File: config.mk
export PLATFORM = sky130hd
export DESIGN_NAME = alu_req_arbiter
export DESIGN_NICKNAME = d
export VERILOG_FILES = /design/src/rtl/alu_pkg.sv /design/src/rtl/alu_req_arbiter_mux.sv /design/src/rtl/alu_req_arbiter.sv
export SDC_FILE = /design/constraint.sdc
export NUM_CORES = 1
export LEC_CHECK = 0
export CAP_MARGIN = 20
export CORE_MARGIN = 2
export CORE_UTILIZATION = 41
export CTS_CLUSTER_DIAMETER = 100
export DETAILED_ROUTE_END_ITERATION = 16
export PLACE_DENSITY = 0.83
export SYNTH_ARGS = -nofsm -noshare
export SYNTH_HDL_FRONTEND = slang
export SYNTH_HIERARCHICAL = 1
export SYNTH_SLANG_ARGS = --single-unit
File: constraint.sdc
create_clock -name clk -period 2.2 [get_ports clk]
set_input_delay 0.22 -clock clk [delete_from_list [all_inputs] [get_ports clk]]
set_output_delay 0.22 -clock clk [all_outputs]
set_load 0.005 [all_outputs]
File: src/rtl/alu_pkg.sv
// Shared types and defaults for the ALU request arbiter slice.
package alu_pkg;

  localparam int DEF_WIDTH = 8;
  localparam int DEF_OPW   = 4;
  localparam int DEF_FLAGW = 4;

  localparam logic REQ0 = 1'b0;
  localparam logic REQ1 = 1'b1;

  typedef enum logic [1:0] {
    IDLE  = 2'd0,
    ISSUE = 2'd1,
    WAIT  = 2'd2,
    RESP  = 2'd3
  } state_t;

endpackage

File: src/rtl/alu_req_arbiter_mux.sv
// Plain 2-input mux; sel=1 picks d1.
module alu_req_arbiter_mux #(
  parameter int WIDTH = 8
) (
  input  logic             sel,
  input  logic [WIDTH-1:0] d1,
  input  logic [WIDTH-1:0] d0,
  output logic [WIDTH-1:0] y
);

  assign y = sel ? d1 : d0;

endmodule

File: src/rtl/alu_req_arbiter.sv
// Round-robin arbiter sharing one ALU between two requesters; issues a start
// pulse, waits for done or timeout, and returns the result via a response handshake.
module alu_req_arbiter
  import alu_pkg::*;
#(
  parameter int WIDTH   = DEF_WIDTH,
  parameter int OPW     = DEF_OPW,
  parameter int FLAGW   = DEF_FLAGW,
  parameter int TIMEOUT = 16
) (
  input  logic             clk,
  input  logic             rst_n,
  input  logic             r0_valid,
  output logic             r0_ready,
  input  logic [OPW-1:0]   r0_op,
  input  logic [WIDTH-1:0] r0_a,
  input  logic [WIDTH-1:0] r0_b,
  input  logic             r1_valid,
  output logic             r1_ready,
  input  logic [OPW-1:0]   r1_op,
  input  logic [WIDTH-1:0] r1_a,
  input  logic [WIDTH-1:0] r1_b,
  output logic             alu_start,
  output logic [OPW-1:0]   alu_op,
  output logic [WIDTH-1:0] alu_a,
  output logic [WIDTH-1:0] alu_b,
  input  logic             alu_done,
  input  logic [WIDTH-1:0] alu_result,
  input  logic [FLAGW-1:0] alu_flags,
  output logic             rsp_valid,
  input  logic             rsp_ready,
  output logic             rsp_id,
  output logic [WIDTH-1:0] rsp_data,
  output logic [FLAGW-1:0] rsp_flags,
  output logic             rsp_err
);

  localparam int CW = (TIMEOUT > 2) ? $clog2(TIMEOUT) : 1;
  localparam logic [CW-1:0] CNT_LAST = CW'(TIMEOUT - 1);

  state_t           state, state_nxt;
  logic             prio;
  logic             gnt_id;
  logic             any_v;
  logic             accept;
  logic             id_q;
  logic [CW-1:0]    cnt;
  logic [WIDTH-1:0] mux_a, mux_b;
  logic [OPW-1:0]   mux_op;

  assign any_v  = r0_valid | r1_valid;
  // Contention goes to prio; otherwise whichever is valid (r1 only if r0 idle).
  assign gnt_id = (r0_valid & r1_valid) ? prio : r1_valid;

  alu_req_arbiter_mux #(.WIDTH(WIDTH)) u_mux_a (
    .sel(gnt_id == REQ0), .d1(r0_a), .d0(r1_a), .y(mux_a));
  alu_req_arbiter_mux #(.WIDTH(WIDTH)) u_mux_b (
    .sel(gnt_id == REQ0), .d1(r0_b), .d0(r1_b), .y(mux_b));
  alu_req_arbiter_mux #(.WIDTH(OPW)) u_mux_op (
    .sel(gnt_id == REQ0), .d1(r0_op), .d0(r1_op), .y(mux_op));

  always_ff @(posedge clk or negedge rst_n) begin
    if (!rst_n) state <= IDLE;
    else        state <= state_nxt;
  end

  always_comb begin
    state_nxt = state;
    r0_ready  = 1'b0;
    r1_ready  = 1'b0;
    alu_start = 1'b0;
    accept    = 1'b0;
    case (state)
      IDLE: begin
        // Ready is gated by rst_n so every output reads 0 while reset is held.
        if (any_v && rst_n) begin
          r0_ready  = (gnt_id == REQ0);
          r1_ready  = (gnt_id == REQ1);
          accept    = 1'b1;
          state_nxt = ISSUE;
        end
      end
      ISSUE: begin
        alu_start = 1'b1;
        state_nxt = WAIT;
      end
      WAIT: begin
        if (alu_done || (cnt == CNT_LAST)) state_nxt = RESP;
      end
      RESP: begin
        if (rsp_ready) state_nxt = IDLE;
      end
      default: state_nxt = IDLE;
    endcase
  end

  always_ff @(posedge clk or negedge rst_n) begin
    if (!rst_n) begin
      prio      <= REQ0;
      id_q      <= REQ0;
      cnt       <= '0;
      alu_op    <= '0;
      alu_a     <= '0;
      alu_b     <= '0;
      rsp_valid <= 1'b0;
      rsp_id    <= 1'b0;
      rsp_data  <= '0;
      rsp_flags <= '0;
      rsp_err   <= 1'b0;
    end else begin
      if (accept) begin
        alu_op <= mux_op;
        alu_a  <= mux_a;
        alu_b  <= mux_b;
        id_q   <= gnt_id;
      end
      case (state)
        ISSUE: cnt <= '0;
        WAIT: begin
          // done wins over a timeout landing in the same cycle
          if (alu_done) begin
            rsp_valid <= 1'b1;
            rsp_id    <= id_q;
            rsp_data  <= alu_result;
            rsp_flags <= alu_flags;
            rsp_err   <= 1'b0;
          end else if (cnt == CNT_LAST) begin
            rsp_valid <= 1'b1;
            rsp_id    <= id_q;
            rsp_data  <= '0;
            rsp_flags <= '0;
            rsp_err   <= 1'b1;
          end else begin
            cnt <= cnt + CW'(1);
          end
        end
        RESP: begin
          if (rsp_ready) begin
            rsp_valid <= 1'b0;
            prio      <= ~rsp_id;
          end
        end
        default: ;
      endcase
    end
  end

endmodule

Word level (Yosys, flattened, before mapping)
Cells that the tools add are included.

Reduce and logical (&&, ||, !) cells: 11. Bitwise operators: 4. Equality and inequality tests: 10. $add $sub $neg: 1. Muxes and demuxes: 29.

Operators by type and width (number): 2-to-1 mux 8 bit (4); 2-to-1 mux 4 bit (5); 2-to-1 mux 1 bit (14); inequality test 2 bit (second input constant) (5); AND reduction 3 bit (3); case mux 2 bit (4 select lines) (1); case mux 4 bit (2 select lines) (1); 2-to-1 mux 2 bit (3); nonzero test 2 bit (3); adder 4 x 1 -> 4 bit (second input constant) (1); == test 2 bit (second input constant) (2); == test 4 bit (second input constant) (1); AND reduction 2 bit (2); inequality test 3 bit (second input constant) (1); == test 2 x 1 -> 1 bit (second input constant) (1); zero test 2 bit (1); NOT 1 bit (2); case mux 1 bit (2 select lines) (1); AND 1 bit (1); logical AND 1 bit (1); logical OR 1 bit (1); bitwise OR 1 bit (1).

Input bits: 58. Output and inout bits: 38. Register bits: 43. Logic and storage cells: 67.

Depth between registers and ports, before layout
Word-level depth: 5. Mapped depth: 6. Depth with buffers taken out: 5.

Hierarchy
Netlist, hierarchy kept.

By module, submodules not included: alu_req_arbiter (area each 1795.5 µm², cells each 130, seq. area each 1076.0 µm², times used 1); alu_req_arbiter_mux (u_mux_a ...) (area each 131.4 µm², cells each 9, seq. area each 0.0 µm², times used 2); alu_req_arbiter_mux (u_mux_op) (area each 45.0 µm², cells each 4, seq. area each 0.0 µm², times used 1).

Worst setup path before layout
No wires, ideal clock.

Path kind: flip-flop to flip-flop. Start point: register prio. End point: register alu_a[7]. Setup time: 0.128 ns. Clock period less this slack: 1.727 ns. Arrival time: 1.599 ns. Path buffers: 1. Required time: 2.072 ns. Cell stages (with the launch flop): 5. Setup slack: 0.473 ns. Path through: dfrtp_1 > o21ai_1 > buf_6 > mux2_4 > mux2_1.

Cells in the longest elaborated chain, start to end: 2.

RTL lines: start: declaration (RTL line alu_req_arbiter.sv:42) `logic prio;`; start signal: assignment (RTL line alu_req_arbiter.sv:140) `prio <= ~rsp_id;`; 2-to-1 mux 1 bit (RTL line alu_req_arbiter.sv:53) `assign gnt_id = (r0_valid & r1_valid) ? prio : r1_valid;`; 2-to-1 mux 8 bit (RTL line alu_req_arbiter_mux.sv:11) `assign y = sel ? d1 : d0;`; named net mux_a[7] (RTL line alu_req_arbiter.sv:48) `logic [WIDTH-1:0] mux_a, mux_b;`; end signal: assignment (RTL line alu_req_arbiter.sv:113) `alu_a <= mux_a;`; end: declaration (RTL line alu_req_arbiter.sv:25) `output logic [WIDTH-1:0] alu_a,`.

The timed path passes the listed nets, and every way through them passes these cells. A chain may end at the register's enable or synchronous reset.

Final worst setup path
Start point: input port r0_valid. End point: output port r0_ready.

Cells in the longest elaborated chain, start to end: 5. Elaborated cells on any way between the ends: 7. Classes of those cells: 3 x mux; 3 x bitwise; 1 x reduce/logical.

RTL lines: start: declaration (RTL line alu_req_arbiter.sv:13) `input logic r0_valid,`; AND 1 bit (RTL line alu_req_arbiter.sv:53); 2-to-1 mux 1 bit (RTL line alu_req_arbiter.sv:53); NOT 1 bit (RTL line alu_req_arbiter.sv:77) `r0_ready = (gnt_id == REQ0);`; 2-to-1 mux 1 bit (*) (RTL line alu_req_arbiter.sv:76) `if (any_v && rst_n) begin`; 2-to-1 mux 1 bit (*) (RTL line alu_req_arbiter.sv:73) `case (state)`; end: declaration (RTL line alu_req_arbiter.sv:14) `output logic r0_ready,`.

Every way passes the cells marked *; elsewhere a longest branch is shown, timed or not.

==> flow_summary.json <==
{
  "outcome": "finished clean",
  "cp-startpoint": "r0_valid",
  "ys_async_sr_fraction_pct": 100,
  "dp_hpwl_um": 3680,
  "fin_worst_skew_ns": 0.00344,
  "antenna_found_initial": 0,
  "cp_top_family": "buffers and inverters",
  "syn_inst": 152,
  "crit_arrival_ns": 1.91,
  "vias": 1580,
  "synth_cell_types": 29,
  "clock_path_buffers": 2,
  "clock_latency_ns": 0.29,
  "yosys_warnings": 6,
  "dieArea_um2": 5720,
  "p_clk_share_pct": 17.2,
  "final-hold-violation-count": 0,
  "postCtsSetupRepairBufs": 0,
  "cp.required_ns": 1.98,
  "insertedDiodeCount": 0,
  "syn_area_um2": 2100,
  "cts_tree": "built",
  "crit_buf_inv": 4,
  "power_frac_comb_pct": 45.7,
  "dominantRegCellSynth": "dfrtp_1",
  "ys_seq_area_share_pct": 51.2,
  "timing.rr.start": "state[0]",
  "clkTransAtPathRegs_ns": 0.08,
  "cp-start-kind": "primary input",
  "slowest_stage": "clkdlybuf4s50_1",
  "nets": 319,
  "power_frac_seq_pct": 37.2,
  "syn_nets": 215,
  "synth_area_per_cell_um2": 13.8,
  "core_area_um2": 5040,
  "critical_path.cell_chain": "clkdlybuf4s50_1 -> inv_1 -> o21ai_2 -> buf_12 -> nor2b_1 -> clkdlybuf4s50_1",
  "top_level_ports": 96,
  "r2r_end": "state[1]",
  "wl_met2_um": 2490,
  "start_util_pct": 41.7,
  "fmax_mhz": 470,
  "dpl_cell_area_um2": 3160,
  "ys_ff_latch": 43,
  "irDropWorstVdd_v": 0.000656,
  "grt.overflow.total": 0,
  "cts.sinks": 43,
  "drive_gt1_share_pct": 16.7,
  "maxCapViolations": 0,
  "worst_slew_pin_slew_ns": 0.466,
  "cts-root-buf": "clkbuf_8",
  "synth-edff-count": 0,
  "avgRoutedWirePerCell_um": 14.9,
  "worstSetupPathType": "in2out",
  "row_count": 26,
  "rr_worst_depth": 5,
  "maxSlewHeadroom_pct": 68.9,
  "wl_um": 4870,
  "drt-met1-wl_um": 2140,
  "synthToLayoutAreaGrowth_pct": 56.5,
  "critPathMaxStageDelay_ns": 0.55,
  "htree_num_levels": 2,
  "grt_pass1_wl_um": 7490,
  "grt_use_total_pct": 17.7,
  "crit_top_cell": "clkdlybuf4s50_1",
  "cp_max_fo": 21,
  "power.density_nw_per_um2": 1120,
  "final_cell_area_um2": 3290,
  "dieWidth_um": 75.6,
  "drv_slew": 0,
  "wl_met3_um": 174,
  "drc_errors": 0,
  "maxUsedRoutingLayer": "met4",
  "grt_max_degree": 29,
  "gp_congestion": 0.799,
  "setup_viol": 0,
  "layout_min_cycle_time_ns": 2.13,
  "ant_nets": 0,
  "port_buffers": 95,
  "drtIter0Drc": 85,
  "end_kind": "output port",
  "p_sw_share_pct": 28.7,
  "r2r_setup_slack_ns": 0.46,
  "dr.pass1.iters": 4,
  "via_per_inst": 4.83,
  "grt_pass1_vias": 1606,
  "total_leakage_power_uw": 0.00145,
  "die_h_um": 75.6,
  "p_sw_uw": 1060,
  "min_period_over_period_pct": 96.7,
  "cts_buffers": 5,
  "min_path_type": "in2async",
  "fin_util_pct": 65.3,
  "p_int_uw": 2640
}
==> logic make-up after synthesis <==
logic type | after synthesis | synth area share (%)
buffers and inverters | 10 | 3.09
and+or+nand+nor | 24 | 6.13
DFF | 43 | 51.2
adders and majority gates | 5 | 2.97
muxes | 44 | 26.5
AOI/OAI and AO/OA | 26 | 10.2
==> worst register-to-register path, stage by stage (launching register included) <==
cell      delay [ns]
dfrtp_1         0.41
inv_1           0.08
ha_1            0.32
nor2b_4         0.19
a221oi_2        0.31
mux2_4          0.33
==> cell type report <==
type	count	area [µm²]
Clock buffer	6	82.6
Clock inverter	2	35.0
Fill cell	384	1750
Inverter	4	15.0
Multi-Input combinational cell	99	975
Sequential cell	43	1080
Tap cell	70	87.6
Timing Repair Buffer	103	1020
==> stage by stage <==
stage | hold slack (ns) | power, µW | setup TNS [ns] | setup WS, ns | std cells
global route | 0.512 | 3930 | -0.00141 | -0.00141 | 327
global placement | 0.220 | 3030 | 0 | 0.160 | 318
CTS | 0.460 | 3740 | 0 | 0.106 | 327
finish | 0.486 | 3700 | 0 | 0.0736 | 327
detailed placement | 0.228 | 3080 | 0 | 0.125 | 318
floorplan | -0.0756 | 2140 | 0 | 0.473 | 152
==> how the worst max path moves through the flow <==
| stage | end | slack, ns | cells after the start |
|---|---|---|---|
| after floorplan | alu_a[7] | 0.47 | 4 |
| after global placement | r0_ready | 0.16 | 6 |
| after detailed placement | r0_ready | 0.12 | 6 |
| after CTS | r0_ready | 0.11 | 5 |
| after global routing | r1_ready | -0.001 | 5 |
| final | r0_ready | 0.07 | 6 |
==> cells in the final DEF (no fill, tap or decap), drive strengths merged, types with 2 or more instances in the layout <==
cell            n
nor2b           6
o21ai           6
inv             4
nand2b          2
buf             8
nor2            4
dfrtp          43
nand2           6
nand3           3
mux2           42
a22o           12
a21oi           2
clkdlybuf4s50  94
ha              5
clkbuf          6
mux2i           2
==> layer usage <==
| layer | vias to the layer above | global-route usage, % |
|---|---|---|
| met4 | 0 | 7.21 |
| met1 | 782 | 22.7 |
| li1 | 756 | - |
| met5 | - | 0 |
| met2 | 37 | 29.0 |
| met3 | 5 | 3.97 |
==> Yosys cell counts (all sizes together) (2+ instances only) <==
cell,instances,area share (%)
inv,4,0.71
a21oi,2,0.48
nand3,3,0.71
mux2,42,26
a22o,12,5.0
nor2,4,0.71
ha,5,3.0
nand2b,2,0.59
nand2,6,1.1
o21ai,6,2.0
nor2b,6,2.1
buf,6,2.4
dfrtp,43,51
mux2i,2,0.95
==> power groups by stage <==
stage	registers (µW)	logic, µW	clock network, µW
2_1_floorplan	1390	751	0
3_3_place_gp	1370	1660	0
3_5_place_dp	1380	1700	0
4_1_cts	1380	1710	652
5_1_grt	1420	1830	683
6_report	1370	1690	635
==> flip-flops by register name (all words and copies together), names as in the netlist <==
register,cells
alu_a,8
alu_b,8
alu_op,4
cnt,4
id_q,1
prio,1
rsp_data,8
rsp_err,1
rsp_flags,4
rsp_id,1
rsp_valid,1
state,2
==> repair_timing <==
item                                   CTS  global route
hold buffers                             1             0
endpoints found under the hold margin   43             0
setup endpoints to repair                0             2
resized for setup                        0             1
Note: power is estimated with default switching activity, not from simulation.
==> variant: new RTL, config.mk and constraints unchanged <==
Change the parameter `TIMEOUT` from 16 to 32.
--- a/src/rtl/alu_req_arbiter.sv
+++ b/src/rtl/alu_req_arbiter.sv
@@ -8,3 +8,3 @@
   parameter int FLAGW   = DEF_FLAGW,
-  parameter int TIMEOUT = 16
+  parameter int TIMEOUT = 32
 ) (
Formal check against the unedited RTL: no difference found for any inputs over 10 cycles, from zero or initial values and one cycle with rst_n low; that may be too few to reach the edited logic, so the function may still have changed.
==> variant against the original RTL <==
Fmax is 3.4% higher; area after synthesis up 1.1%; cell count stayed put; total power is 0.20% higher; first-iteration DRC count fell by 41%; wire length fell by 8.0%; utilization down 0.074 points; clock skew grew 0.0050 ns; setup slack gained 0.071 ns; sequential cell count grew 1; design area shrank 0.11%.
==> variant: results (changes against the original RTL) <==
TritonRoute pass-1 iters = 4 (unchanged)
reg-to-reg startpoint = cnt[0]
GR Util All Layers = 16.56% (-1.1 points)
average wire per standard cell = 13.71 um (-8.0%)
syn avg cell area = 13.81 sq um (-0.18%)
Worst EP arrival = 1.84 ns (-0.07 ns)
H-tree levels = 2 (unchanged)
GP Congestion = 0.7153 (-10%)
Post-DP HPWL = 3372 um (-8.2%)
worst r2r dst = state[1]
top cells by area, synth = dfrtp_1 52%, mux2_2 13%, mux2_4 12%
Int Pwr = 2.660 mW (+0.91%)
Worst Skew = 0.008421 ns (+0.004980 ns)
Hold Crit Class = primary input to async pin
Reg clk slew, reported paths = 0.08 ns (about the same)
Regs by FF count = alu_a (8), alu_b (8), rsp_data (8)
Initial DRC Count = 50 (-41%)
Post-synth ARST share = 100.0% (unchanged)
first-pass GRT wire length = 7728 um (+3.2%)
largest net degree at the start of global routing = 31 (+6.9%)
Post-synth top cells = 44 x dfrtp_1, 25 x mux2_2, 17 x mux2_4
flop2flop setup slack = 0.22 ns (-0.24 ns)
Port Buf Inserts = 95 (unchanged)
clock buffer depth = 2 (unchanged)
later-pin clock latency in the skew report = 0.29 ns (about the same)
Worst slew margin = 68.51% (-0.41 points)
Placed Cells = 318 (unchanged)
root buffer cell = clkbuf_8
Leakage = 1.473 nW (+1.5%)
layout cell share with drive strength beyond 1 = 23.35% (+6.6 points)
status = finished clean
Max IR drop VDD = 0.0004787 V (-27%)
DP Worst Slack = 0.1501 ns (+0.02522 ns)
worst-path fanout max = 5 (-76%)
post-synth cell types = 25 (-14%)
Inserted Clock Buffers = 5 (unchanged)
synth warn = 6 (unchanged)
sequential area share after synthesis = 51.76% (+0.60 points)
final cell count without fillers = 327 (unchanged)
Mapped Nets = 219 (+1.9%)
Vias = 1580 (unchanged)
ant diodes = 0 (unchanged)
initial antenna violation count = 0 (unchanged)
Reg2Reg Depth = 6 (+1)
[variant: worst max-delay path by stage]
stage | start | endpoint | slack, ns | depth (start not counted)
final | state[0] | r0_ready | 0.14 | 5
after global routing | state[0] | r1_ready | 0.01 | 5
after CTS | state[0] | r0_ready | 0.11 | 5
after detailed placement | r0_valid | alu_op[3] | 0.15 | 6
after global placement | r0_valid | alu_op[3] | 0.18 | 6
after floorplan | prio | alu_a[7] | 0.27 | 4
[variant: cell type report]
cell class	count	area [sq um]
fill	404	1754
sequential	44	1101
timing repair buffer	101	1006
multi-input combinational	101	974.7
tap	70	87.58
clock buffer	6	72.57
clock inverter	2	35.03
inverter	3	11.26
[variant: power by group through the flow]
stage | clock network, mW | registers (mW) | logic [mW]
after detailed placement | 0 | 1.40 | 1.72
after floorplan | 0 | 1.41 | 0.787
after global routing | 0.665 | 1.45 | 1.86
after global placement | 0 | 1.39 | 1.69
final | 0.600 | 1.39 | 1.71
after CTS | 0.620 | 1.39 | 1.74
[variant: timing repair]
action | in CTS | in global routing
hold endpoints to repair | 14 | 0
hold buffers | 1 | 0
setup endpoints to repair | 0 | 2
buffers inserted | 0 | 0
gates resized for setup | 0 | 1
[variant: logic make-up after synthesis]
logic type | count (synthesis) | share of synthesized area (%)
multiplexers | 45 | 26.65
flip-flops | 44 | 51.76
AO/OA/AOI/OAI | 26 | 9.294
AND/OR/NAND/NOR | 23 | 5.471
buffers and inverters | 9 | 2.705
adder cells (fa/ha/maj) | 7 | 4.117
[variant: routing by layer]
layer | vias to the layer above | GRT usage, % | part of all wire, %
li1 | 759 | - | -
met1 | 747 | 20.51 | 43
met2 | 68 | 27.14 | 47
met3 | 6 | 6.280 | 9.1
met4 | 0 | 4.909 | 1.2
met5 | - | 0 | 0
[variant: through the flow]
stage	cell area, sq um	util, %	hold WS [ns]
after CTS	3286	65.16	0.4683
after detailed placement	3168	62.83	0.2486
after global routing	3288	65.21	0.4641
after floorplan	2127	-	-0.07559
final	3288	65.21	0.4655
after global placement	3168	62.83	0.2567
[variant: critical path, cell delays in order (launching register included)]
cell and delay (ns):
dfrtp_1 0.43, inv_1 0.12, ha_2 0.23, o211ai_2 0.13, nor2b_1 0.13, clkdlybuf4s50_1 0.51
